`config.mk`:
```
export PLATFORM = sky130hd
export DESIGN_NAME = inert_intf_mc
export DESIGN_NICKNAME = d
export VERILOG_FILES = /design/src/rtl/inert_intf_mc.sv
export SDC_FILE = /design/constraint.sdc
export NUM_CORES = 1
export LEC_CHECK = 0
export BUFFER_PORTS_ARGS = -buffer_cell sky130_fd_sc_hd__clkbuf_2
export CAP_MARGIN = 15
export CORE_UTILIZATION = 40
export CTS_BUF_LIST = sky130_fd_sc_hd__clkbuf_4 sky130_fd_sc_hd__clkbuf_8
export CTS_CLUSTER_DIAMETER = 50
export DETAILED_ROUTE_END_ITERATION = 16
export PLACE_DENSITY = 0.54
export REMOVE_ABC_BUFFERS = 1
export SLEW_MARGIN = 10
export SYNTH_ARGS = -nofsm -noshare
export SYNTH_HDL_FRONTEND = slang
export SYNTH_SLANG_ARGS = --single-unit
```
`constraint.sdc`:
```
create_clock -name clk -period 3.55 [get_ports clk]
set_clock_uncertainty 0.05 [all_clocks]
set_input_delay 0.1775 -clock clk [delete_from_list [all_inputs] [get_ports clk]]
set_output_delay 0.1775 -clock clk [all_outputs]
set_load 0.05 [all_outputs]
```
`src/rtl/inert_intf_mc.sv`:
```
// Inertial sensor front end: powers up the sensor over SPI, then on each
// data-ready interrupt reads every channel and publishes the filtered words at once.

module SPI_mnrch (
    input  logic        clk,
    input  logic        rst_n,
    input  logic        wrt,
    input  logic [15:0] cmd,
    input  logic        MISO,
    output logic        done,
    output logic [15:0] rd_data,
    output logic        SS_n,
    output logic        SCLK,
    output logic        MOSI
);
    typedef enum logic {IDLE, SHIFT} spi_st_t;

    spi_st_t     st, st_nxt;
    logic [3:0]  div;
    logic [3:0]  bit_cnt;
    logic [15:0] shft;
    logic        miso_smpl;
    logic        ld, shift, fin;

    always_comb begin
        st_nxt = st;
        ld     = 1'b0;
        shift  = 1'b0;
        fin    = 1'b0;
        case (st)
            IDLE: begin
                if (wrt) begin
                    ld     = 1'b1;
                    st_nxt = SHIFT;
                end
            end
            SHIFT: begin
                if (&div) begin
                    shift = 1'b1;
                    if (&bit_cnt) begin
                        fin    = 1'b1;
                        st_nxt = IDLE;
                    end
                end
            end
            default: st_nxt = IDLE;
        endcase
    end

    always_ff @(posedge clk or negedge rst_n) begin
        if (!rst_n) st <= IDLE;
        else        st <= st_nxt;
    end

    // SCLK low for div 0..7, high for 8..15; MISO is sampled just before the rising edge
    always_ff @(posedge clk or negedge rst_n) begin
        if (!rst_n) begin
            div       <= 4'd0;
            bit_cnt   <= 4'd0;
            shft      <= 16'h0000;
            miso_smpl <= 1'b0;
            SS_n      <= 1'b1;
            done      <= 1'b0;
        end else begin
            done <= fin;
            if (ld) begin
                shft    <= cmd;
                div     <= 4'd0;
                bit_cnt <= 4'd0;
                SS_n    <= 1'b0;
            end else if (st == SHIFT) begin
                div <= div + 4'd1;
                if (div == 4'd7) miso_smpl <= MISO;
                if (shift) begin
                    shft    <= {shft[14:0], miso_smpl};
                    bit_cnt <= bit_cnt + 4'd1;
                end
                if (fin) SS_n <= 1'b1;
            end
        end
    end

    assign SCLK    = (st == SHIFT) ? div[3] : 1'b1;
    assign MOSI    = shft[15];
    assign rd_data = shft;
endmodule

module inert_intf_mc #(
    parameter int                  NUM_CH   = 2,
    parameter logic [8*NUM_CH-1:0] CH_ADDR  = {8'h2C, 8'h22},
    parameter int                  PWRUP_W  = 16,
    parameter int                  GAP_W    = 10,
    parameter int                  TO_W     = 20,
    parameter bit                  FILT_EN  = 1'b1,
    parameter logic [15:0]         FILT_LIM = 16'h1F00
) (
    input  logic                   clk,
    input  logic                   rst_n,
    input  logic                   en,
    input  logic                   clr_err,
    input  logic                   INT,
    input  logic                   MISO,
    output logic                   SS_n,
    output logic                   SCLK,
    output logic                   MOSI,
    output logic [16*NUM_CH-1:0]   ch_data,
    output logic                   vld,
    output logic                   timeout
);
    localparam int                IDX_W = (NUM_CH > 1) ? $clog2(NUM_CH) : 1;
    localparam logic [IDX_W-1:0]  LAST  = IDX_W'(NUM_CH - 1);
    localparam logic signed [15:0] LIM_P = FILT_LIM;
    localparam logic signed [15:0] LIM_N = ~FILT_LIM + 16'd1;

    typedef enum logic [2:0] {INIT1, INIT2, INIT3, INIT4, WAIT, RDL, RDH, DONE} state_t;

    state_t                  state, nxt;
    logic                    int_ff1, int_s;
    logic [PWRUP_W-1:0]      pwr_cnt;
    logic [GAP_W-1:0]        gap_cnt;
    logic [TO_W-1:0]         to_cnt;
    logic [IDX_W-1:0]        ch_idx;
    logic [NUM_CH-1:0][15:0] shd;

    logic        wrt, done;
    logic [15:0] cmd, rd_data;
    logic        gap_clr, idx_clr, idx_inc, cap_lo, cap_hi, publish;
    logic [7:0]  cur_lo, nxt_lo;
    logic        pwr_full, gap_full, to_run;
    logic        unused_rd;

    function automatic logic [7:0] ch_addr(input logic [IDX_W-1:0] k);
        return CH_ADDR[8*k +: 8];
    endfunction

    function automatic logic [15:0] rd_cmd(input logic [7:0] a);
        return {a | 8'h80, 8'h00};
    endfunction

    // Readings outside +/-FILT_LIM are treated as glitches and zeroed
    function automatic logic [15:0] filt(input logic [15:0] w);
        if (FILT_EN && ($signed(w) > LIM_P || $signed(w) < LIM_N)) return 16'h0000;
        return w;
    endfunction

    assign cur_lo    = ch_addr(ch_idx);
    assign nxt_lo    = ch_addr(ch_idx + IDX_W'(1));
    assign pwr_full  = &pwr_cnt;
    assign gap_full  = &gap_cnt;
    assign to_run    = (state == WAIT) && en && !int_s;
    assign unused_rd = ^rd_data[15:8];

    always_ff @(posedge clk or negedge rst_n) begin
        if (!rst_n) begin
            int_ff1 <= 1'b0;
            int_s   <= 1'b0;
        end else begin
            int_ff1 <= INT;
            int_s   <= int_ff1;
        end
    end

    always_comb begin
        nxt     = state;
        wrt     = 1'b0;
        cmd     = 16'h0000;
        gap_clr = 1'b0;
        idx_clr = 1'b0;
        idx_inc = 1'b0;
        cap_lo  = 1'b0;
        cap_hi  = 1'b0;
        publish = 1'b0;
        case (state)
            INIT1: if (pwr_full) begin
                wrt = 1'b1; cmd = 16'h0D02; gap_clr = 1'b1; nxt = INIT2;
            end
            INIT2: if (gap_full) begin
                wrt = 1'b1; cmd = 16'h1053; gap_clr = 1'b1; nxt = INIT3;
            end
            INIT3: if (gap_full) begin
                wrt = 1'b1; cmd = 16'h1150; gap_clr = 1'b1; nxt = INIT4;
            end
            INIT4: if (gap_full) begin
                wrt = 1'b1; cmd = 16'h1460; gap_clr = 1'b1; nxt = WAIT;
            end
            WAIT: if (en && int_s) begin
                idx_clr = 1'b1;
                gap_clr = 1'b1;
                wrt     = 1'b1;
                cmd     = rd_cmd(ch_addr('0));
                nxt     = RDL;
            end
            RDL: begin
                cap_lo = done;
                if (gap_full) begin
                    wrt     = 1'b1;
                    cmd     = rd_cmd(cur_lo + 8'd1);
                    gap_clr = 1'b1;
                    nxt     = RDH;
                end
            end
            RDH: begin
                cap_hi = done;
                if (gap_full) begin
                    if (ch_idx != LAST) begin
                        idx_inc = 1'b1;
                        wrt     = 1'b1;
                        cmd     = rd_cmd(nxt_lo);
                        gap_clr = 1'b1;
                        nxt     = RDL;
                    end else begin
                        nxt = DONE;
                    end
                end
            end
            DONE: begin
                publish = 1'b1;
                gap_clr = 1'b1;
                nxt     = WAIT;
            end
            default: nxt = INIT1;
        endcase
    end

    always_ff @(posedge clk or negedge rst_n) begin
        if (!rst_n) state <= INIT1;
        else        state <= nxt;
    end

    // Counters saturate at all-ones so a late transition still sees "reached"
    always_ff @(posedge clk or negedge rst_n) begin
        if (!rst_n) begin
            pwr_cnt <= '0;
            gap_cnt <= '0;
            ch_idx  <= '0;
        end else begin
            if (state == INIT1 && !pwr_full) pwr_cnt <= pwr_cnt + PWRUP_W'(1);
            if (gap_clr)        gap_cnt <= '0;
            else if (!gap_full) gap_cnt <= gap_cnt + GAP_W'(1);
            if (idx_clr)        ch_idx <= '0;
            else if (idx_inc)   ch_idx <= ch_idx + IDX_W'(1);
        end
    end

    always_ff @(posedge clk or negedge rst_n) begin
        if (!rst_n) begin
            shd <= '0;
        end else begin
            if (cap_lo) shd[ch_idx][7:0]  <= rd_data[7:0];
            if (cap_hi) shd[ch_idx][15:8] <= rd_data[7:0];
        end
    end

    // Shadow words reach ch_data only together, in the vld cycle
    always_ff @(posedge clk or negedge rst_n) begin
        if (!rst_n) begin
            ch_data <= '0;
            vld     <= 1'b0;
        end else begin
            vld <= publish;
            if (publish) begin
                for (int k = 0; k < NUM_CH; k++) ch_data[16*k +: 16] <= filt(shd[k]);
            end
        end
    end

    // Watchdog wraps to zero on expiry so a dead sensor keeps re-flagging
    always_ff @(posedge clk or negedge rst_n) begin
        if (!rst_n) begin
            to_cnt  <= '0;
            timeout <= 1'b0;
        end else begin
            if (to_run)              to_cnt <= to_cnt + TO_W'(1);
            else if (state != WAIT)  to_cnt <= '0;
            if (clr_err)                  timeout <= 1'b0;
            else if (to_run && &to_cnt)   timeout <= 1'b1;
        end
    end

    SPI_mnrch u_spi (
        .clk     (clk),
        .rst_n   (rst_n),
        .wrt     (wrt),
        .cmd     (cmd),
        .MISO    (MISO),
        .done    (done),
        .rd_data (rd_data),
        .SS_n    (SS_n),
        .SCLK    (SCLK),
        .MOSI    (MOSI)
    );
endmodule

```
==> results.yml, run 1 <==
run_status:
  result_of_the_run: "completed"
clocking:
  cts_tree: "yes"
  clock_path_buffers: 2
  cts.repair_timing.setup_buffer_count: 0
  clkLatencyLatePin_ps: 460
  clock_sink_count: 146
  cts.reportedPaths.clkPinSlew_ps: 80
  post_cts_resized: 0
  htree_levels: 4
  clock_tree.root_cell: "clkbuf_8"
  cts_buffers: 17
pwr:
  netSwitchingFraction: 0.233
  power.net_switching_mw: 0.681
  static-leakage-power_nw: 3.51
  clockPowerShare: 0.417
  totalPowerFinal_mw: 2.93
  sequentialPowerShare: 0.568
  power.share.combinational: 0.015
  power.internal_mw: 2.25
  power_density_nw_per_um2: 394
  ir_drop_mv: 0.215
floorplanning:
  die_height_um: 130
  die_area_sq_um: 17000
  std_cell_rows: 46
  start_util: 0.412
  io-pin-count: 43
  core_area_sq_um: 16000
  floorplan.die.width_um: 130
synth:
  syn_inst: 631
  synth.yosys.warnings: 0
  ys_seq_elements: 146
  async_reset_ff_frac: 1.00
  postSynth.topFlopCell: "dfrtp_1"
  synth_top_area_cell: "dfrtp_1"
  synth-seq-area-share: 0.554
  post_synth_edffs: 0
  syn-cell-area_sq_um: 6600
  netlist.area_leader.share: 0.550
  netlist-cell-type-count: 57
  post_synth_main_area_contributors: "dfrtp_1, nand2_1, mux2_2"
  synth_area_per_cell_sq_um: 10.5
min_path:
  hold_path_class: "in2reg"
worst_setup_path:
  critical_path.max_fanout: 19
  crit_path_start_kind: "register"
  worst_ep_arrival_time_ps: 2870
  r2r_setup_slack_ps: 1000
  critical_setup_path_class: "reg2reg"
  timing.critical_path.to: "u_spi.rd_data[4]"
  endpoint_kind: "register"
  worst_ep_required_time_ps: 3870
  reg2reg_to: "u_spi.rd_data[4]"
  crit_path_start: "state[1]"
  reg2reg_start: "state[1]"
  reg2reg_depth: 5
routing:
  number_of_search_and_repair_iterations_in_the_first_detailed_routing_pass: 4
  drc_errors: 0
  vias_per_cell: 5.11
  drt-wirelength-per-cell_um: 14.7
  number_of_vias_in_the_routed_layout: 4611
  ant_nets: 0
  drt_iter0_drc: 244
  routed_wirelength_um: 13200
sta:
  setup-tns-final_ps: 0
  timing_worst_slew_pin_value_ps: 1060
  post_layout_minimum_cycle_time_ps: 2550
  post-route-worst-setup-slack_ps: 1000
  unrepaired_setup_endpoints_after_global_routing: "no"
  drv_slew: 0
  finalHoldViolCount: 0
  timing.slew.headroom: 0.287
  fmaxAchievable_mhz: 393
  setup_viol_count_final: 0
  fin_crit_sh: 0.717
place:
  gp_congestion: 0.800
  buffer_ports.inserted: 42
  setup_slack_after_placement_ps: 1020
  detailedPlacementHpwl_um: 9050
layout:
  synthToLayoutAreaGrowth_pct: 12.6
  fin_nets: 686
  layout.filler_cells: 1536
  register_area_sq_um: 3650
  multi_input_comb_area_sq_um: 2820
  number_of_diodes: 0
  drive_above_1_share: 0.195
global_route:
  groute.layer.met2.usage: 0.285
  grt_max_degree: 105
  grtUsageTotal: 0.174
  use_met1: 0.222
  antenna_found_initial: 0
  globalRoute.busiestLayer: "met2"
  grt_pass1_vias: 4722
  grt_pass1_wl_um: 22700
  globalRouteMet3Util: 0.0403
  global_route.overflow_total: 0
run:
  max_cap_viol_count: 0
## cell usage in the layout, fill, tap and decap left out, types with 3 or more instances in the layout
cell           synthesis  layout
a211oi_1               3       3
nor2_1                49      49
and2_1                 4       4
nor2b_1                3       3
nor3_1                 6       6
or3_1                  5       5
and4_1                 6       6
nand2b_1               5       5
clkinvlp_4             0       7
and3_1                 9       9
a21oi_1               13      13
mux2i_1               15      15
dfrtp_1              145     145
dlygate4sd3_1          0       4
nand2_1              122     122
a41oi_2                3       3
nand4_1               14      14
o22ai_1                6       6
o21ai_0               19      19
mux2_2                33      33
xor2_1                20      20
xnor2_1               17      17
nor3_2                 3       3
nor4_1                 8       8
clkbuf_8               0      18
a31o_2                 3       3
inv_1                  4       4
clkbuf_2               0      41
ha_1                   5       5
nand3_1               49      49
a31oi_1                5       5
## area by class of cell
cell class | instances | share of cell area
clock buffers | 19 | 0.0344
clock inverters | 12 | 0.0148
inverters | 7 | 0.00354
multi-input cells | 454 | 0.380
flip-flops and latches | 146 | 0.492
well taps | 216 | 0.0364
repair buffers | 49 | 0.0389
## state kept, by name (all words and copies together) (netlist names), 3 cells and up
| name | count |
|---|---|
| to_cnt | 20 |
| shd | 32 |
| ch_data | 32 |
| u_spi.rd_data | 16 |
| pwr_cnt | 16 |
| state | 3 |
| gap_cnt | 10 |
| u_spi.bit_cnt | 4 |
| u_spi.div | 4 |
## worst min-delay path by stage
stage                      end  slack, ps  startpoint  depth (start not counted)
finish               to_cnt[3]        180          en                          5
global route         to_cnt[3]        170          en                          5
CTS                  to_cnt[3]        150          en                          5
detailed placement     int_ff1        240         INT                          1
global placement       int_ff1        240         INT                          1
floorplan           ch_data[0]       -170       rst_n                          0
## synth_stat cells, types with 6 or more instances
master    number
and3_1         9
xor2_1        20
nand2_1      122
buf_2          7
mux2i_1       15
mux2_2        33
nor4_1         8
o21ai_0       19
o22ai_1        6
dfrtp_1      145
and4_1         6
nor3_1         6
clkbuf_1      12
xnor2_1       17
nand3_1       49
a21oi_1       13
nand4_1       14
nor2_1        49
## through the flow
step | instances | utilization | hold slack, ps | cell area [sq um]
after CTS | 902 | 0.464 | 148 | 7420
after global placement | 867 | 0.439 | 239 | 7020
final | 903 | 0.464 | 179 | 7430
after global routing | 903 | 0.464 | 170 | 7430
after detailed placement | 867 | 0.439 | 237 | 7020
after floorplan | 607 | - | -168 | 6490
## power by group through the flow
stage               Sequential, mW  Clock [mW]  Combinational [mW]
floorplan                     1.70           0             0.00262
global placement              1.70           0              0.0425
detailed placement            1.70           0              0.0436
CTS                           1.66        1.27              0.0472
global route                  1.66        1.33              0.0531
finish                        1.66        1.22              0.0439
## layer usage
layer	part of all wire	up-vias
met5	0	-
met2	0.48	64
li1	-	2286
met3	0.030	18
met4	0.017	0
met1	0.47	2243
## logic make-up (layout without fill, tap and decap cells)
logic type               count (synthesis)  count (layout)  synth area share
buffers and inverters                   31              87            0.0207
adder cells (fa/ha/maj)                  5               5           0.00948
multiplexers                            48              48            0.0791
XOR/XNOR                                37              37            0.0491
AND/OR/NAND/NOR                        299             299             0.219
AO/OA/AOI/OAI                           65              65            0.0690
flip-flops                             146             146             0.554
## worst max-delay path: stages, from the launching register on
cell and delay, ps:
dfrtp_1 730, or3b_1 620, nor3_2 120, a31oi_4 490, nand2_1 260, o22ai_1 190
## timing repair
action                                 in CTS  in global routing
endpoints found under the hold margin     105                  0
hold buffers                                4                  0
setup endpoints to repair                   0                  0
(Power assumes the default switching activity.)
==> run 2, diff against run 1 <==
- clock period: 3.55 -> 2.4 ns (I/O delays scaled with it)
==> results.yml, run 2 (synthesis results as in run 1) <==
run_status:
  result_of_the_run: "completed"
floorplanning:
  die_height_um: 130
  floorplan.die.width_um: 130
  io-pin-count: 43
  core_area_sq_um: 16000
  std_cell_rows: 46
  die_area_sq_um: 17000
  start_util: 0.412
layout:
  most_common_library_cell_in_the_layout_ignoring_fill_and_taps: "dfrtp_1"
  layoutNonFillerInstCount: 919
  drive_above_1_share: 0.216
  fin_nets: 701
  mostFrequentLayoutCells: "dfrtp_1, nand2_1, nand3_1, nor2_1, clkbuf_2"
  number_of_diodes: 0
  synthToLayoutAreaGrowth_pct: 14.6
  multi_input_comb_area_sq_um: 2830
  reg.largest.list: "ch_data (32), shd (32), to_cnt (20)"
  register_area_sq_um: 3660
  layout.filler_cells: 1552
  final_design_area_no_fill_sq_um: 7560
clocking:
  clkLatencyLatePin_ps: 450
  clock_sink_count: 146
  clock_tree.root_cell: "clkbuf_8"
  cts_tree: "yes"
  cts_buffers: 17
  cts.reportedPaths.clkPinSlew_ps: 80
  htree_levels: 4
  clock_path_buffers: 2
pwr:
  static-leakage-power_nw: 3.61
  totalPowerFinal_mw: 4.33
  power_density_nw_per_um2: 572
  ir_drop_mv: 0.293
worst_setup_path:
  critical-path-max-stage-delay_ps: 420
  reg2reg_start: "gap_cnt[0]"
  critical_path.cell_chain: "ha_1, and2_1, and4_1, a21oi_1, o21ai_1, o22a_1"
  critical_setup_path_class: "reg2reg"
  r2r_setup_slack_ps: 170
  endpoint_kind: "register"
  critPathTopFamily: "compound AO/OA/AOI/OAI gates"
  cp_num_buf_inv: 0
  reg2reg_to: "u_spi.st"
  worst_ep_arrival_time_ps: 2520
  worst_ep_required_time_ps: 2690
  slowest_stage: "dfrtp_1"
  crit_path_start_kind: "register"
  reg2reg_depth: 6
  critical_path.max_fanout: 6
global_route:
  groute.layer.met2.usage: 0.278
  grt_pass1_vias: 4659
  globalRouteMet3Util: 0.0366
  use_met1: 0.236
  global_route.overflow_total: 0
  grt_max_degree: 54
  grtUsageTotal: 0.176
  antenna_found_initial: 0
  grt_pass1_wl_um: 23000
  globalRoute.busiestLayer: "met2"
routing:
  ant_nets: 0
  drt-wirelength-per-cell_um: 14.5
  number_of_search_and_repair_iterations_in_the_first_detailed_routing_pass: 4
  vias_per_cell: 5.17
  drt_iter0_drc: 338
  routed_wirelength_um: 13400
  drc_errors: 0
  number_of_vias_in_the_routed_layout: 4752
place:
  gp_congestion: 0.773
  placedInstanceArea_sq_um: 7140
  buffer_ports.inserted: 42
  number_of_placed_cells_counting_well_taps: 883
  detailedPlacementHpwl_um: 9250
sta:
  fmaxAchievable_mhz: 449
  timing.slew.headroom: 0.309
  setup_viol_count_final: 0
  drv_slew: 0
  whs_ps: 132
  fin_crit_sh: 0.929
  timing_worst_slew_pin_value_ps: 1030
  unrepaired_setup_endpoints_after_global_routing: "no"
  post_layout_minimum_cycle_time_ps: 2230
  finalHoldViolCount: 0
run:
  max_cap_viol_count: 0
min_path:
  hold_path_class: "in2async"
run 2: changes by cell type in the layout (fill, tap and decap cells not counted), sizes merged:
cell,delta
buf,+15
clkbuf,+1
clkinv,+4
clkinvlp,-3
inv,-1
run 2: layout make-up:
| type | instances | share of cell area |
|---|---|---|
| sequential | 146 | 0.483 |
| multi-input combinational | 454 | 0.375 |
| timing repair buffer | 64 | 0.0534 |
| tap | 216 | 0.0357 |
| clock buffer | 20 | 0.0347 |
| clock inverter | 12 | 0.0146 |
| inverter | 7 | 0.00347 |
run 2: repair_timing:
item                                    in CTS  in global routing
endpoints found under the setup margin       0                  5
gates resized for setup                      0                  3
setup buffers                                0                  0
hold endpoints to repair                   121                  0
hold buffers                                 4                  0
run 2: report_power, final:
group | total [mW] | switching, mW | internal, mW
sequential | 2.46 | 0.00107 | 2.46
clock | 1.80 | 0.930 | 0.869
combinational | 0.0691 | 0.0535 | 0.0155
run 2: metrics by stage:
step | util | worst slack, ps | setup TNS [ps]
after floorplan | - | -166 | -1560
after global routing | 0.473 | 47.2 | 0
after detailed placement | 0.446 | 84.3 | 0
after global placement | 0.446 | 113 | 0
final | 0.473 | 171 | 0
after CTS | 0.472 | 57.3 | 0
run 2: worst max path at each step:
stage	cells past startpoint	to	from
2_1_floorplan	5	gap_cnt[2]	state[1]
3_3_place_gp	6	u_spi.st	gap_cnt[0]
3_5_place_dp	6	u_spi.st	gap_cnt[0]
4_1_cts	6	u_spi.st	gap_cnt[0]
5_1_grt	6	u_spi.st	gap_cnt[0]
6_report	6	u_spi.st	gap_cnt[0]
run 2: per-layer routing:
layer	share of wire	up-vias	wire length (um)
met5	0	-	0
met4	0.015	0	206
met3	0.032	18	431
li1	-	2316	-
met1	0.48	2335	6420
met2	0.47	83	6310
==> run 3, diff against run 2 <==
- BUFFER_PORTS_ARGS: -buffer_cell sky130_fd_sc_hd__clkbuf_2 -> not set
- DONT_BUFFER_PORTS: not set -> 1
- PLACE_DENSITY: 0.54 -> 0.51
==> results.yml, run 3 (synthesis results as in run 1) <==
sta:
  fmaxAchievable_mhz: 459
  finalHoldViolCount: 146
  whs_ps: -691
  setup_viol_count_final: 0
  post-route-worst-setup-slack_ps: 219
  drv_slew: 0
  timing_worst_slew_pin_value_ps: 677
  timing.slew.headroom: 0.547
  post_layout_minimum_cycle_time_ps: 2180
  unrepaired_setup_endpoints_after_global_routing: "no"
  fin_crit_sh: 0.909
clocking:
  clock_path_buffers: 2
  clkLatencyLatePin_ps: 450
  clock_tree.root_cell: "clkbuf_8"
  htree_levels: 4
  cts.reportedPaths.clkPinSlew_ps: 80
  cts_buffers: 17
  cts_hold_buf: 4
  clock_sink_count: 146
  cts_tree: "yes"
  cts.repair_timing.setup_buffer_count: 0
pwr:
  clockPowerShare: 0.442
  sequentialPowerShare: 0.555
  power_density_nw_per_um2: 602
  static-leakage-power_nw: 3.43
  netSwitchingFraction: 0.215
  ir_drop_mv: 0.495
  power.share.combinational: 0.002
  power.net_switching_mw: 0.954
  power.internal_mw: 3.48
routing:
  vias_per_cell: 5.23
  drc_errors: 0
  routed_wirelength_um: 13100
  number_of_search_and_repair_iterations_in_the_first_detailed_routing_pass: 5
  maxUsedRoutingLayer: "met4"
  drt_iter0_drc: 236
  met3_wirelength_um: 630
  ant_nets: 0
  wl_met2_um: 6280
  number_of_vias_in_the_routed_layout: 4576
  drt-wirelength-per-cell_um: 15.0
  wl_met1_um: 6110
layout:
  layout.filler_cells: 1575
  register_area_sq_um: 3660
  drive_above_1_share: 0.164
  synthToLayoutAreaGrowth_pct: 11.6
  layoutNonFillerInstCount: 875
  number_of_diodes: 0
  most_common_library_cell_in_the_layout_ignoring_fill_and_taps: "dfrtp_1"
  fin_nets: 657
  reg.largest.list: "ch_data (32), shd (32), to_cnt (20)"
  multi_input_comb_area_sq_um: 2830
  mostFrequentLayoutCells: "dfrtp_1, nand2_1, nand3_1, nor2_1, mux2_2"
worst_setup_path:
  critical_path.max_fanout: 6
  cp_num_buf_inv: 0
  endpoint_kind: "register"
  critPathTopFamily: "compound AO/OA/AOI/OAI gates"
  worst_ep_arrival_time_ps: 2460
  critical_setup_path_class: "reg2reg"
  slowest_stage: "dfrtp_1"
  r2r_setup_slack_ps: 220
  reg2reg_start: "gap_cnt[0]"
  reg2reg_to: "u_spi.st"
  critical-path-max-stage-delay_ps: 420
  reg2reg_depth: 6
  worst_ep_required_time_ps: 2680
  crit_path_start_kind: "register"
  critical_path.cell_chain: "ha_1, and2_1, and4_1, a21oi_1, o21ai_0, o22a_1"
place:
  gp_congestion: 0.768
  buffer_ports.inserted: 0
  detailedPlacementHpwl_um: 8890
  number_of_placed_cells_counting_well_taps: 838
  setup_slack_after_placement_ps: 151
global_route:
  grtUsageTotal: 0.172
  global_route.overflow_total: 0
  grt_pass1_vias: 4455
  antenna_found_initial: 0
  grt_pass1_wl_um: 22600
  grt_max_degree: 147
run:
  max_cap_viol_count: 0
floorplanning:
  start_util: 0.412
  die_height_um: 130
  core_area_sq_um: 16000
  die_area_sq_um: 17000
  floorplan.die.width_um: 130
  io-pin-count: 43
  std_cell_rows: 46
run_status:
  failed_checks: "negative hold slack"
  result_of_the_run: "finished with violations"
min_path:
  hold_path_class: "in2async"
## run 3: worst max-delay path by stage
stage | slack [ps] | start | endpoint | cells after the start
after floorplan | -170 | state[1] | gap_cnt[2] | 5
after global placement | 200 | state[0] | u_spi.st | 5
after detailed placement | 150 | state[0] | u_spi.st | 5
after CTS | 140 | state[0] | u_spi.st | 5
after global routing | 7 | gap_cnt[0] | u_spi.st | 6
final | 220 | gap_cnt[0] | u_spi.st | 6
## run 3: repair_timing
item                                    in CTS  in global routing
hold endpoints to repair                   151                146
endpoints found under the setup margin       0                  8
gates resized for setup                      0                  3
## run 3: final cells by class
type | count | area share
clock buffer | 21 | 0.0376
clock inverter | 11 | 0.0172
inverter | 7 | 0.00357
multi-input combinational | 454 | 0.385
sequential | 146 | 0.497
tap | 216 | 0.0367
timing repair buffer | 20 | 0.0234
## run 3: power by group through the flow
stage | Combinational (mW) | Clock, mW | Sequential [mW]
after global routing | 0.0109 | 2.15 | 2.46
after floorplan | 0.00388 | 0 | 2.51
final | 0.0102 | 1.96 | 2.46
after CTS | 0.0102 | 2.02 | 2.46
after detailed placement | 0.00471 | 0 | 2.51
after global placement | 0.00472 | 0 | 2.51
## run 3: layer usage
| metal | vias to the layer above | global-route usage |
|---|---|---|
| met5 | - | 0 |
| met4 | 0 | 0.0521 |
| met3 | 8 | 0.0472 |
| met2 | 94 | 0.278 |
| met1 | 2244 | 0.226 |
| li1 | 2230 | - |
## run 3: worst register-to-register path: stages (launching register included)
cell,delay [ps]
dfrtp_1,420
ha_1,230
and2_1,230
and4_1,280
a21oi_1,310
o21ai_0,300
o22a_1,260
## run 3: per-stage QoR
stage	util	power [mW]	hold slack (ps)	instance area, sq um	TNS [ps]
global route	0.460	4.62	-731	7360	0
floorplan	-	2.51	-226	6490	-1560
CTS	0.459	4.49	-718	7340	0
global placement	0.431	2.51	-221	6900	0
finish	0.460	4.43	-691	7360	0
detailed placement	0.431	2.51	-221	6900	0
